[src/rtl/mips_ctrl_pkg.sv]
// Shared definitions for the multi-cycle MIPS control FSM: state encodings,
// opcodes, datapath select codes and the packed control word.
package mips_ctrl_pkg;

  localparam int unsigned OPCODE_W = 6;

  typedef enum logic [3:0] {
    S_FETCH    = 4'd0,
    S_DECODE   = 4'd1,
    S_MEMADR   = 4'd2,
    S_MEMRD    = 4'd3,
    S_MEMWB    = 4'd4,
    S_MEMWR    = 4'd5,
    S_EXECUTE  = 4'd6,
    S_ALUWB    = 4'd7,
    S_BRANCH   = 4'd8,
    S_ADDIEXEC = 4'd9,
    S_ADDIWB   = 4'd10,
    S_JUMP     = 4'd11
  } state_e;

  localparam logic [OPCODE_W-1:0] OP_RTYPE = 6'h00;
  localparam logic [OPCODE_W-1:0] OP_J     = 6'h02;
  localparam logic [OPCODE_W-1:0] OP_BEQ   = 6'h04;
  localparam logic [OPCODE_W-1:0] OP_ADDI  = 6'h08;
  localparam logic [OPCODE_W-1:0] OP_LW    = 6'h23;
  localparam logic [OPCODE_W-1:0] OP_SW    = 6'h2B;

  localparam logic [1:0] ALU_OP_ADD   = 2'b00;
  localparam logic [1:0] ALU_OP_SUB   = 2'b01;
  localparam logic [1:0] ALU_OP_FUNCT = 2'b10;

  localparam logic [1:0] ALUSRCB_B     = 2'b00;
  localparam logic [1:0] ALUSRCB_FOUR  = 2'b01;
  localparam logic [1:0] ALUSRCB_IMM   = 2'b10;
  localparam logic [1:0] ALUSRCB_IMMSH = 2'b11;

  localparam logic [1:0] PCSRC_ALU    = 2'b00;
  localparam logic [1:0] PCSRC_ALUOUT = 2'b01;
  localparam logic [1:0] PCSRC_JUMP   = 2'b10;

  typedef struct packed {
    logic       pc_write;
    logic       branch;
    logic       iord;
    logic       mem_write;
    logic       ir_write;
    logic       reg_dst;
    logic       mem_to_reg;
    logic       reg_write;
    logic       alu_src_a;
    logic [1:0] alu_src_b;
    logic [1:0] alu_op;
    logic [1:0] pc_src;
  } ctrl_t;

  function automatic logic is_legal_op(input logic [OPCODE_W-1:0] op);
    case (op)
      OP_RTYPE, OP_J, OP_BEQ, OP_ADDI, OP_LW, OP_SW: return 1'b1;
      default:                                       return 1'b0;
    endcase
  endfunction

endpackage

[src/rtl/mips_multicycle_ctrl_if.sv]
// Controller <-> datapath bundle. mem_ready exists only when
// MIPS_CTRL_MEM_WAIT_EN is defined.
interface mips_multicycle_ctrl_if;
  import mips_ctrl_pkg::*;

  logic [OPCODE_W-1:0] opcode;
`ifdef MIPS_CTRL_MEM_WAIT_EN
  logic                mem_ready;
`endif
  logic                pc_write;
  logic                branch;
  logic                iord;
  logic                mem_write;
  logic                ir_write;
  logic                reg_dst;
  logic                mem_to_reg;
  logic                reg_write;
  logic                alu_src_a;
  logic [1:0]          alu_src_b;
  logic [1:0]          alu_op;
  logic [1:0]          pc_src;
  logic                illegal_op;

  // Datapath side drives the opcode (and memory ready) and consumes controls.
  modport master (
`ifdef MIPS_CTRL_MEM_WAIT_EN
    output mem_ready,
`endif
    output opcode,
    input  pc_write, branch, iord, mem_write, ir_write, reg_dst,
    input  mem_to_reg, reg_write, alu_src_a, alu_src_b, alu_op, pc_src,
    input  illegal_op
  );

  modport slave (
`ifdef MIPS_CTRL_MEM_WAIT_EN
    input  mem_ready,
`endif
    input  opcode,
    output pc_write, branch, iord, mem_write, ir_write, reg_dst,
    output mem_to_reg, reg_write, alu_src_a, alu_src_b, alu_op, pc_src,
    output illegal_op
  );

endinterface

[src/rtl/mips_ctrl_decode.sv]
// Pure Moore output table: maps the FSM state to the datapath control word.
module mips_ctrl_decode
  import mips_ctrl_pkg::*;
(
  input  state_e state_i,
  output ctrl_t  ctrl_o
);

  always_comb begin
    ctrl_o = '0;
    case (state_i)
      S_FETCH: begin
        ctrl_o.ir_write  = 1'b1;
        ctrl_o.pc_write  = 1'b1;
        ctrl_o.alu_src_b = ALUSRCB_FOUR;
      end
      S_DECODE:   ctrl_o.alu_src_b = ALUSRCB_IMMSH;
      S_MEMADR: begin
        ctrl_o.alu_src_a = 1'b1;
        ctrl_o.alu_src_b = ALUSRCB_IMM;
      end
      S_MEMRD:    ctrl_o.iord = 1'b1;
      S_MEMWB: begin
        ctrl_o.mem_to_reg = 1'b1;
        ctrl_o.reg_write  = 1'b1;
      end
      S_MEMWR: begin
        ctrl_o.iord      = 1'b1;
        ctrl_o.mem_write = 1'b1;
      end
      S_EXECUTE: begin
        ctrl_o.alu_src_a = 1'b1;
        ctrl_o.alu_op    = ALU_OP_FUNCT;
      end
      S_ALUWB: begin
        ctrl_o.reg_dst   = 1'b1;
        ctrl_o.reg_write = 1'b1;
      end
      S_BRANCH: begin
        ctrl_o.alu_src_a = 1'b1;
        ctrl_o.alu_op    = ALU_OP_SUB;
        ctrl_o.pc_src    = PCSRC_ALUOUT;
        ctrl_o.branch    = 1'b1;
      end
      S_ADDIEXEC: begin
        ctrl_o.alu_src_a = 1'b1;
        ctrl_o.alu_src_b = ALUSRCB_IMM;
      end
      S_ADDIWB:   ctrl_o.reg_write = 1'b1;
      S_JUMP: begin
        ctrl_o.pc_write = 1'b1;
        ctrl_o.pc_src   = PCSRC_JUMP;
      end
      default:    ctrl_o = '0;
    endcase
  end

endmodule

[src/rtl/mips_multicycle_ctrl.sv]
// Main multi-cycle MIPS control FSM. Define MIPS_CTRL_MEM_WAIT_EN to stall
// FETCH/MEMRD/MEMWR on mem_ready.
module mips_multicycle_ctrl
  import mips_ctrl_pkg::*;
#(
  parameter int unsigned        STATE_W     = 4,
  parameter logic [STATE_W-1:0] RESET_STATE = 4'd0
) (
  input  logic                  clk,
  input  logic                  rst,
  mips_multicycle_ctrl_if.slave ctrl_if,
  output logic [STATE_W-1:0]    state_o
);

  state_e state_q, state_d;
  ctrl_t  ctrl_raw, ctrl_out;
  logic   illegal;
  logic   mem_ready_w;

`ifdef MIPS_CTRL_MEM_WAIT_EN
  assign mem_ready_w = ctrl_if.mem_ready;
`else
  assign mem_ready_w = 1'b1;
`endif

  always_ff @(posedge clk) begin
    if (rst) state_q <= state_e'(RESET_STATE);
    else     state_q <= state_d;
  end

  always_comb begin
    state_d = state_q;
    case (state_q)
      S_FETCH:    if (mem_ready_w) state_d = S_DECODE;
      S_DECODE: begin
        case (ctrl_if.opcode)
          OP_LW, OP_SW: state_d = S_MEMADR;
          OP_RTYPE:     state_d = S_EXECUTE;
          OP_BEQ:       state_d = S_BRANCH;
          OP_ADDI:      state_d = S_ADDIEXEC;
          OP_J:         state_d = S_JUMP;
          default:      state_d = S_FETCH;
        endcase
      end
      S_MEMADR:   state_d = (ctrl_if.opcode == OP_SW) ? S_MEMWR : S_MEMRD;
      S_MEMRD:    if (mem_ready_w) state_d = S_MEMWB;
      S_MEMWR:    if (mem_ready_w) state_d = S_FETCH;
      S_EXECUTE:  state_d = S_ALUWB;
      S_ADDIEXEC: state_d = S_ADDIWB;
      default:    state_d = S_FETCH;
    endcase
  end

  mips_ctrl_decode u_decode (
    .state_i (state_q),
    .ctrl_o  (ctrl_raw)
  );

  // Fetch writes wait for memory so the PC advances once; reset masks everything.
  always_comb begin
    ctrl_out = ctrl_raw;
    illegal  = 1'b0;
    if (state_q == S_FETCH && !mem_ready_w) begin
      ctrl_out.pc_write = 1'b0;
      ctrl_out.ir_write = 1'b0;
    end
    if (state_q == S_DECODE) illegal = !is_legal_op(ctrl_if.opcode);
    if (rst) begin
      ctrl_out = '0;
      illegal  = 1'b0;
    end
  end

  assign ctrl_if.pc_write   = ctrl_out.pc_write;
  assign ctrl_if.branch     = ctrl_out.branch;
  assign ctrl_if.iord       = ctrl_out.iord;
  assign ctrl_if.mem_write  = ctrl_out.mem_write;
  assign ctrl_if.ir_write   = ctrl_out.ir_write;
  assign ctrl_if.reg_dst    = ctrl_out.reg_dst;
  assign ctrl_if.mem_to_reg = ctrl_out.mem_to_reg;
  assign ctrl_if.reg_write  = ctrl_out.reg_write;
  assign ctrl_if.alu_src_a  = ctrl_out.alu_src_a;
  assign ctrl_if.alu_src_b  = ctrl_out.alu_src_b;
  assign ctrl_if.alu_op     = ctrl_out.alu_op;
  assign ctrl_if.pc_src     = ctrl_out.pc_src;
  assign ctrl_if.illegal_op = illegal;

  assign state_o = rst ? '0 : STATE_W'(state_q);

endmodule

[src/flat_wrapper.sv]
// flat-port wrapper written by rule: the top's interface ports become plain ports
module mips_multicycle_ctrl_flat import mips_ctrl_pkg::*;
#(
  parameter int unsigned        STATE_W     = 4,
  parameter logic [STATE_W-1:0] RESET_STATE = 4'd0
)
  (clk, rst, state_o, ctrl_if_opcode, ctrl_if_pc_write, ctrl_if_branch, ctrl_if_iord, ctrl_if_mem_write, ctrl_if_ir_write, ctrl_if_reg_dst, ctrl_if_mem_to_reg, ctrl_if_reg_write, ctrl_if_alu_src_a, ctrl_if_alu_src_b, ctrl_if_alu_op, ctrl_if_pc_src, ctrl_if_illegal_op);
  mips_multicycle_ctrl_if ctrl_if_i ();
  input  logic clk;
  input  logic rst;
  output logic [STATE_W-1:0] state_o;
  input wire logic [$bits(ctrl_if_i.opcode)-1:0] ctrl_if_opcode;
  output wire logic [$bits(ctrl_if_i.pc_write)-1:0] ctrl_if_pc_write;
  output wire logic [$bits(ctrl_if_i.branch)-1:0] ctrl_if_branch;
  output wire logic [$bits(ctrl_if_i.iord)-1:0] ctrl_if_iord;
  output wire logic [$bits(ctrl_if_i.mem_write)-1:0] ctrl_if_mem_write;
  output wire logic [$bits(ctrl_if_i.ir_write)-1:0] ctrl_if_ir_write;
  output wire logic [$bits(ctrl_if_i.reg_dst)-1:0] ctrl_if_reg_dst;
  output wire logic [$bits(ctrl_if_i.mem_to_reg)-1:0] ctrl_if_mem_to_reg;
  output wire logic [$bits(ctrl_if_i.reg_write)-1:0] ctrl_if_reg_write;
  output wire logic [$bits(ctrl_if_i.alu_src_a)-1:0] ctrl_if_alu_src_a;
  output wire logic [$bits(ctrl_if_i.alu_src_b)-1:0] ctrl_if_alu_src_b;
  output wire logic [$bits(ctrl_if_i.alu_op)-1:0] ctrl_if_alu_op;
  output wire logic [$bits(ctrl_if_i.pc_src)-1:0] ctrl_if_pc_src;
  output wire logic [$bits(ctrl_if_i.illegal_op)-1:0] ctrl_if_illegal_op;
  assign ctrl_if_i.opcode = ctrl_if_opcode;
  assign ctrl_if_pc_write = ctrl_if_i.pc_write;
  assign ctrl_if_branch = ctrl_if_i.branch;
  assign ctrl_if_iord = ctrl_if_i.iord;
  assign ctrl_if_mem_write = ctrl_if_i.mem_write;
  assign ctrl_if_ir_write = ctrl_if_i.ir_write;
  assign ctrl_if_reg_dst = ctrl_if_i.reg_dst;
  assign ctrl_if_mem_to_reg = ctrl_if_i.mem_to_reg;
  assign ctrl_if_reg_write = ctrl_if_i.reg_write;
  assign ctrl_if_alu_src_a = ctrl_if_i.alu_src_a;
  assign ctrl_if_alu_src_b = ctrl_if_i.alu_src_b;
  assign ctrl_if_alu_op = ctrl_if_i.alu_op;
  assign ctrl_if_pc_src = ctrl_if_i.pc_src;
  assign ctrl_if_illegal_op = ctrl_if_i.illegal_op;
  mips_multicycle_ctrl #(.STATE_W(STATE_W), .RESET_STATE(RESET_STATE)) u_core (.clk(clk), .rst(rst), .ctrl_if(ctrl_if_i), .state_o(state_o));
endmodule
[config.mk]
export PLATFORM = sky130hd
export DESIGN_NAME = mips_multicycle_ctrl_flat
export DESIGN_NICKNAME = d
export VERILOG_FILES = /design/src/rtl/mips_ctrl_pkg.sv /design/src/rtl/mips_multicycle_ctrl_if.sv /design/src/rtl/mips_ctrl_decode.sv /design/src/rtl/mips_multicycle_ctrl.sv /design/src/flat_wrapper.sv
export SDC_FILE = /design/constraint.sdc
export NUM_CORES = 1
export LEC_CHECK = 0
export ABC_AREA = 1
export CAP_MARGIN = 40
export CORE_UTILIZATION = 41
export CTS_CLUSTER_DIAMETER = 60
export CTS_CLUSTER_SIZE = 12
export DETAILED_ROUTE_END_ITERATION = 10
export PLACE_DENSITY = 0.82
export SLEW_MARGIN = 20
export SYNTH_ARGS = -nofsm -noshare
export SYNTH_HDL_FRONTEND = slang
export SYNTH_SLANG_ARGS = --single-unit
[constraint.sdc]
create_clock -name clk -period 2.1 [get_ports clk]
set_input_delay 0.42 -clock clk [delete_from_list [all_inputs] [get_ports clk]]
set_output_delay 0.42 -clock clk [all_outputs]
set_load 0.1 [all_outputs]
==> results of run 1 <==
cells in the mapped netlist:
master / instances / area share [%]
nor2_4: 1 / 2.1
nor2_2: 3 / 3.4
nor3_1: 1 / 0.91
inv_1: 14 / 9.6
buf_2: 1 / 0.91
buf_4: 1 / 1.4
buf_6: 1 / 2.1
a21oi_1: 6 / 5.5
o211ai_1: 1 / 1.4
nor2_1: 30 / 21
buf_1: 1 / 0.68
nor4_1: 2 / 2.3
o21ai_0: 1 / 0.91
dfxtp_1: 4 / 15
nand2_1: 27 / 18
nand3_1: 10 / 9.1
nand4_1: 1 / 1.1
nand2_2: 2 / 2.3
inv_2: 4 / 2.7
cell families after synthesis:
logic type      Yosys count
flops                     4
simple gates             77
compound gates            8
buf+inv                  22
metrics by stage:
stage | TNS (ps) | utilization [%]
detailed placement | -88.9 | 94.3
global placement | 0 | 94.3
floorplan | -3860 | -
==> impl_results.md, run 1 <==
- Status: aborted with a tool error
- Stop stage: 4_1_cts
- Log Error: [ERROR DPL-0033] detailed placement checks failed during check placement.
- Sequential-to-total area share from yosys stat: between 10% and 20%
- Synth cell types: 19
- DIE WIDTH: 38.6 um
- Flip-flop and latch count after synthesis: 4
- Synth Warn #: 0
- Depth of the CTS H-tree: 1
- FP Rows: 12
- Synthesized area per cell: a little under 5 um^2
- Initial Util: 46.8%
- Largest family of logic cells by synthesized area: simple AND/OR/NAND/NOR gates
- Sink Count: 4
- Setup Fix Bufs, Post-CTS: 2
- Num ports: 28
- Synth Area in Compound Gates: 7.76%
- Synthesized Nets: between 100 and 150
- Cells after DPL: roughly 150
- Synth Area in Simple Gates: 60.3%
- GPL Wtd Cong: a little over 0.9
- Placed cell area: 1100 um^2
- Max clock buf depth: 2
- Netlist Area Pre-Place: roughly 550 um^2
- Die Y: a little under 40 um
- Synth Instances: 111
- Resize count post-CTS: 10
- Hpwl dp: 1.96 mm
- Buffers on Ports: 27
- Root Buffer: clkbuf_4
- Place WS: -88.9 ps
- Adder-Cell Fraction of Synth Area: 0%
- TritonCTS buffer count: 3
- Post-CTS Hold Buffers: 0
- XOR/XNOR share of the synthesized area: 0%
- Proportion of synthesized area in mux cells: 0%
==> run 2: changes to the inputs <==
--- a/config.mk
+++ b/config.mk
@@ -7,11 +7,10 @@
 export LEC_CHECK = 0
 export ABC_AREA = 1
 export CAP_MARGIN = 40
-export CORE_UTILIZATION = 41
-export CTS_CLUSTER_DIAMETER = 60
-export CTS_CLUSTER_SIZE = 12
+export CORE_AREA = 2 2 63 65
 export DETAILED_ROUTE_END_ITERATION = 10
-export PLACE_DENSITY = 0.82
+export DIE_AREA = 0 0 65 67
+export PLACE_DENSITY_LB_ADDON = 0.15
 export SLEW_MARGIN = 20
 export SYNTH_ARGS = -nofsm -noshare
 export SYNTH_HDL_FRONTEND = slang
==> impl_results.md, run 2 <==
- Status: completed
- Flip-flop and latch count after synthesis: 4
- Leading cell types in the layout, fill and taps excluded: nand2_1, nor2_1, buf_12
- EDFF count, synth: 0
- Full die area: 4360 um^2
- Root Buffer: clkbuf_8
- DIE WIDTH: between 60 and 70 um
- Via count: 764
- Overflow after GRT: 0
- Clock power frac: 37.5%
- Initial Util: about 15%
- Hold Crit Class: flip-flop to flip-flop
- Post-Route WL: 1.83 mm
- CTS tree: built
- Vias in the first global route: 783
- Adder-Cell Fraction of Synth Area: 0%
- Proportion of synthesized area in mux cells: 0%
- Most common cell after layout, fill and taps aside: nand2_1
- Initial antenna violation count: 0
- Num ports: 28
- Sequential-to-total area share from yosys stat: 14.6%
- Clock transition at path regs: 30 ps
- Worst slew pin tran: 364 ps
- Synth Area in Compound Gates: 7.76%
- Largest area contributor in the netlist: nor2_1
- Max FFs per register: 4
- Largest family of logic cells by synthesized area: simple AND/OR/NAND/NOR gates
- Share of cells above drive strength 1: 39.6%
- Endpoint class of the critical path: output pin
- Largest net degree at the start of global routing: 13
- CP max FO: 3
- Final nets: around 160
- Slew headroom: between 70% and 80%
- GRT Overall Usage: about a tenth
- Largest cells by area after synthesis: nor2_1, nand2_1, dfxtp_1
- DRC: 0
- Worst VDD drop: 0.101 mV
- Max clock buf depth: 2
- Hpwl dp: 1.64 mm
- Top reg by flops: u_core.state_q
- Power Total: around 0.45 mW
- Critical Path Source Type: input pin
- Post-synth top area share: a little over 20%
- Vias per inst: 3.88
- Max-cap violations: 0
- Final hold violation count: 0
- Area delta synth->final: 132%
- TritonCTS buffer count: 3
- Flop pwr share: 18.8%
- Setup Crit Path Kind: input pin to output pin
- Slew Viols, Final: 0
- Pwr dens: between 300 and 400 nW/um^2
- Max frequency: between 400 and 500 MHz
- Most instantiated cells after synthesis: nor2_1, nand2_1, inv_1
- CP required: approximately 1700 ps
- Buffers on Ports: 27
- Depth of the CTS H-tree: 1
- Synthesized Nets: approximately 120
- Cells after DPL: 189
- GPL Wtd Cong: 0.890
- FP Rows: 22
- XOR/XNOR share of the synthesized area: 0%
- Synth Flop Type: dfxtp_1
- Synth Instances: 111
- Async set-or-reset flop fraction in the synthesized netlist: 0%
- Max Clock Skew: 0.287 ps
- Count leader, synth: nor2_1
- P_sw: between 0.15 and 0.2 mW
- Fin area: 1270 um^2
- Diodes inserted: 0
- RSZ-0062 raised after global routing: false
- Leakage: 0.621 nW
- Switching part of the total power: 38.6%
- Post-route insts no fill: 197
- Core Area: 3610 um^2
- Comb power frac: a little over two fifths
- Final min period: 2030 ps
- First DRT Iteration DRCs: 14
- Int Power: 0.278 mW
- Fin crit share: 96.6%
- Hold WS: 655 ps
- Post-DRT Antenna Nets: 0
- Biggest regs: u_core.state_q x4
- Drt pass-1 iters: 4
- Netlist Area Pre-Place: 548 um^2
- First-pass GRT wire length: 3.24 mm
- Sink Count: 4
- Synth Area in Simple Gates: 60.3%
- Synth Warn #: 0
- Clk_lat worst skew: 220 ps
- WP data arrival: 1610 ps
- Synthesized area per cell: 4.94 um^2
- Final setup viols: 0
- Placed cell area: 1180 um^2
- Die Y: approximately 67 um
- WL/cell: between 9 and 10 um
- Synth cell types: 19
## run 2: cell counts after synthesis
Identical to the previous run, type by type.
## run 2: worst max-delay path: stages
cell and delay [ps]:
clkdlybuf4s50_1 440, buf_4 170, nor4_4 340, buf_12 230
## run 2: power by group through the flow
stage	sequential, mW	combinational, mW	clock (mW)
2_1_floorplan	0.0840	0.124	0
3_3_place_gp	0.0860	0.199	0
3_5_place_dp	0.0860	0.199	0
4_1_cts	0.0849	0.199	0.173
5_1_grt	0.0860	0.210	0.184
6_report	0.0854	0.198	0.170
## run 2: area by class of cell
class | instances | area, um^2
fillers | 384 | 2340
clock buffers | 4 | 45.0
well taps | 48 | 60.1
inverters | 18 | 70.1
flip-flops and latches | 4 | 85.1
repair buffers | 38 | 561
multi-input cells | 85 | 448
## run 2: timing repair
action                     in CTS  in global routing
hold buffers                    0                  0
setup buffers                   2                  2
setup endpoints to repair       1                  1
resized for setup               3                  6
hold endpoints to repair        0                  0
pin swaps                       3                  2
## run 2: path summary, 6_finish.rpt
path	start	to	slack, ps	cells past startpoint
worst max-delay path	rst	ctrl_if_pc_src[0]	70	4
worst min-delay path	u_core.state_q[2]	u_core.state_q[3]	660	3
worst max register to register	u_core.state_q[1]	u_core.state_q[3]	780	8
worst min register to register	u_core.state_q[2]	u_core.state_q[3]	660	3
## run 2: cells by family after synthesis
group           after synthesis
simple gates                 77
compound gates                8
buf+inv                      22
flops                         4
## run 2: layer usage
| metal | wire, um | part of all wire [%] | global-route usage [%] |
|---|---|---|---|
| met1 | 792 | 43 | 11.0 |
| met2 | 921 | 50 | 16.9 |
| met3 | 110 | 6.0 | 1.35 |
| met4 | 0 | 0 | 4.79 |
| met5 | 0 | 0 | 0 |
## run 2: stage by stage
stage	utilization (%)	TNS (ps)	worst slack, ps
2_1_floorplan	-	-3860	-461
5_1_grt	35.2	0	21.1
6_report	35.2	0	72.2
3_5_place_dp	32.7	-2.34	-2.34
4_1_cts	34.4	0	4.20
3_3_place_gp	32.7	0	20.1
(Power assumes the default switching activity.)
==> run 3: changes to the inputs <==
--- a/config.mk
+++ b/config.mk
@@ -7,9 +7,9 @@
 export LEC_CHECK = 0
 export ABC_AREA = 1
 export CAP_MARGIN = 40
-export CORE_AREA = 2 2 63 65
+export CORE_AREA = 5 5 66 68
 export DETAILED_ROUTE_END_ITERATION = 10
-export DIE_AREA = 0 0 65 67
+export DIE_AREA = 0 0 71 73
 export PLACE_DENSITY_LB_ADDON = 0.15
 export SLEW_MARGIN = 20
 export SYNTH_ARGS = -nofsm -noshare
==> impl_results.md, run 3 (same netlist as run 2, synthesis figures left out) <==
- Share of cells above drive strength 1: between 30% and 40%
- Pwr dens: 366 nW/um^2
- Max Clock Skew: about 4.7 ps
- CP max FO: 3
- WL/cell: slightly below 10 um
- Initial antenna violation count: 0
- First-pass GRT wire length: 3.47 mm
- Int Power: roughly 0.28 mW
- Max clock buf depth: 2
- Critical Path Source Type: input pin
- Routed length on met2: 978 um
- Cells after DPL: 188
- Final hold violation count: 0
- Worst path slowest cell: clkdlybuf4s50_1
- Place WS: -5.02 ps
- Largest net degree at the start of global routing: 13
- DR top layer: met4
- CP required: 1680 ps
- Wl on met1: 811 um
- Max frequency: around 500 MHz
- Final min period: about 2000 ps
- Vias in the first global route: ~800
- Max incr delay on CP: 490 ps
- First DRT Iteration DRCs: 40
- FP Rows: 23
- Post-Route WL: 1.93 mm
- Drt pass-1 iters: 4
- Worst slew pin tran: 385 ps
- Area delta synth->final: 125%
- GRT Overall Usage: 8.13%
- Hold WS: around 660 ps
- Core Area: 3800 um^2
- Buffers on Ports: 27
- Clock transition at path regs: 30 ps
- Switching part of the total power: 39.0%
- Final setup margin: 56.8 ps
- Clk_lat worst skew: 220 ps
- Worst r2r path cells: 8
- Clock power frac: 37.8%
- Most common cell after layout, fill and taps aside: nand2_1
- Hold Crit Class: flip-flop to flip-flop
- Final nets: ~150
- Fin crit share: 97.3%
- Overflow after GRT: 0
- TritonCTS buffer count: 3
- GPL Wtd Cong: 0.906
- Leading cell types in the layout, fill and taps excluded: nand2_1, nor2_1, buf_12
- Diodes inserted: 0
- Biggest regs: u_core.state_q x4
- Power Total: 0.452 mW
- Die Y: 73 um
- Via count: 793
- WP data arrival: 1620 ps
- Slew headroom: 74.2%
- Final core utilization: between 30% and 40%
- Vias per inst: a little over 4
- Setup Crit Path Kind: input pin to output pin
- Top reg by flops: u_core.state_q
- Slew Viols, Final: 0
- Worst Hold Depth: 3
- DIE WIDTH: 71 um
- P_sw: around 0.18 mW
- RSZ-0062 raised after global routing: true
- Leakage: approximately 0.58 nW
- Depth of the CTS H-tree: 1
- Full die area: 5180 um^2
- Post-DRT Antenna Nets: 0
- DRC: 0
- Num ports: 28
- Comb power frac: 43.2%
- Max FFs per register: 4
- Endpoint class of the critical path: output pin
- Status: completed
- Initial Util: 14.4%
- Hpwl dp: 1.71 mm
- Max-cap violations: 0
- Root Buffer: clkbuf_8
- Met3 routed WL: between 100 and 150 um
- CTS tree: built
- CP Cell Sequence: clkdlybuf4s50_1, nor2_1, nand3_1, nand2_1, nor3_4, buf_12
- Sink Count: 4
- Post-route insts no fill: 195
- Flop pwr share: between 10% and 20%
- Worst VDD drop: 0.133 mV
- Final setup viols: 0
## run 3: cell type report
| type | instances | area [um^2] |
|---|---|---|
| clock buffers | 4 | 45.0 |
| flip-flops and latches | 4 | 85.1 |
| multi-input cells | 85 | 450 |
| inverters | 18 | 70.1 |
| repair buffers | 34 | 520 |
| fillers | 438 | 2560 |
| well taps | 50 | 62.6 |
## run 3: timing repair
action / in CTS / in global routing
gates resized for setup: 5 / 3
hold buffers: 0 / 0
pin swaps: 4 / 2
setup buffers: 3 / 0
setup endpoints to repair: 1 / 6
## run 3: layer usage
layer	up-vias	GRT usage, %
met5	-	0
met4	0	3.13
met3	4	1.65
met2	39	14.2
met1	340	9.75
li1	410	-
## run 3: worst paths after layout
kind	start	slack [ps]	to
max	ctrl_if_opcode[3]	60	ctrl_if_illegal_op
min	u_core.state_q[2]	660	u_core.state_q[3]
max reg2reg	u_core.state_q[1]	830	u_core.state_q[3]
min reg2reg	u_core.state_q[2]	660	u_core.state_q[3]
## run 3: per-stage QoR
step	setup TNS, ps	area (um^2)
after global routing	-36.1	1230
after global placement	0	1160
after CTS	0	1220
after detailed placement	-5.02	1160
final	0	1230
after floorplan	-3860	622
## run 3: critical path: cells and delay by family
kind	cells	cell delay [ps]
simple gates	4	510
buf+inv	2	690
## run 3: power groups by stage
stage                     logic, mW  clock network, mW  registers, mW
after floorplan               0.124                  0         0.0840
after global placement        0.197                  0         0.0866
after detailed placement      0.197                  0         0.0865
after CTS                     0.196              0.174         0.0854
after global routing          0.209              0.182         0.0860
final                         0.195              0.171         0.0854
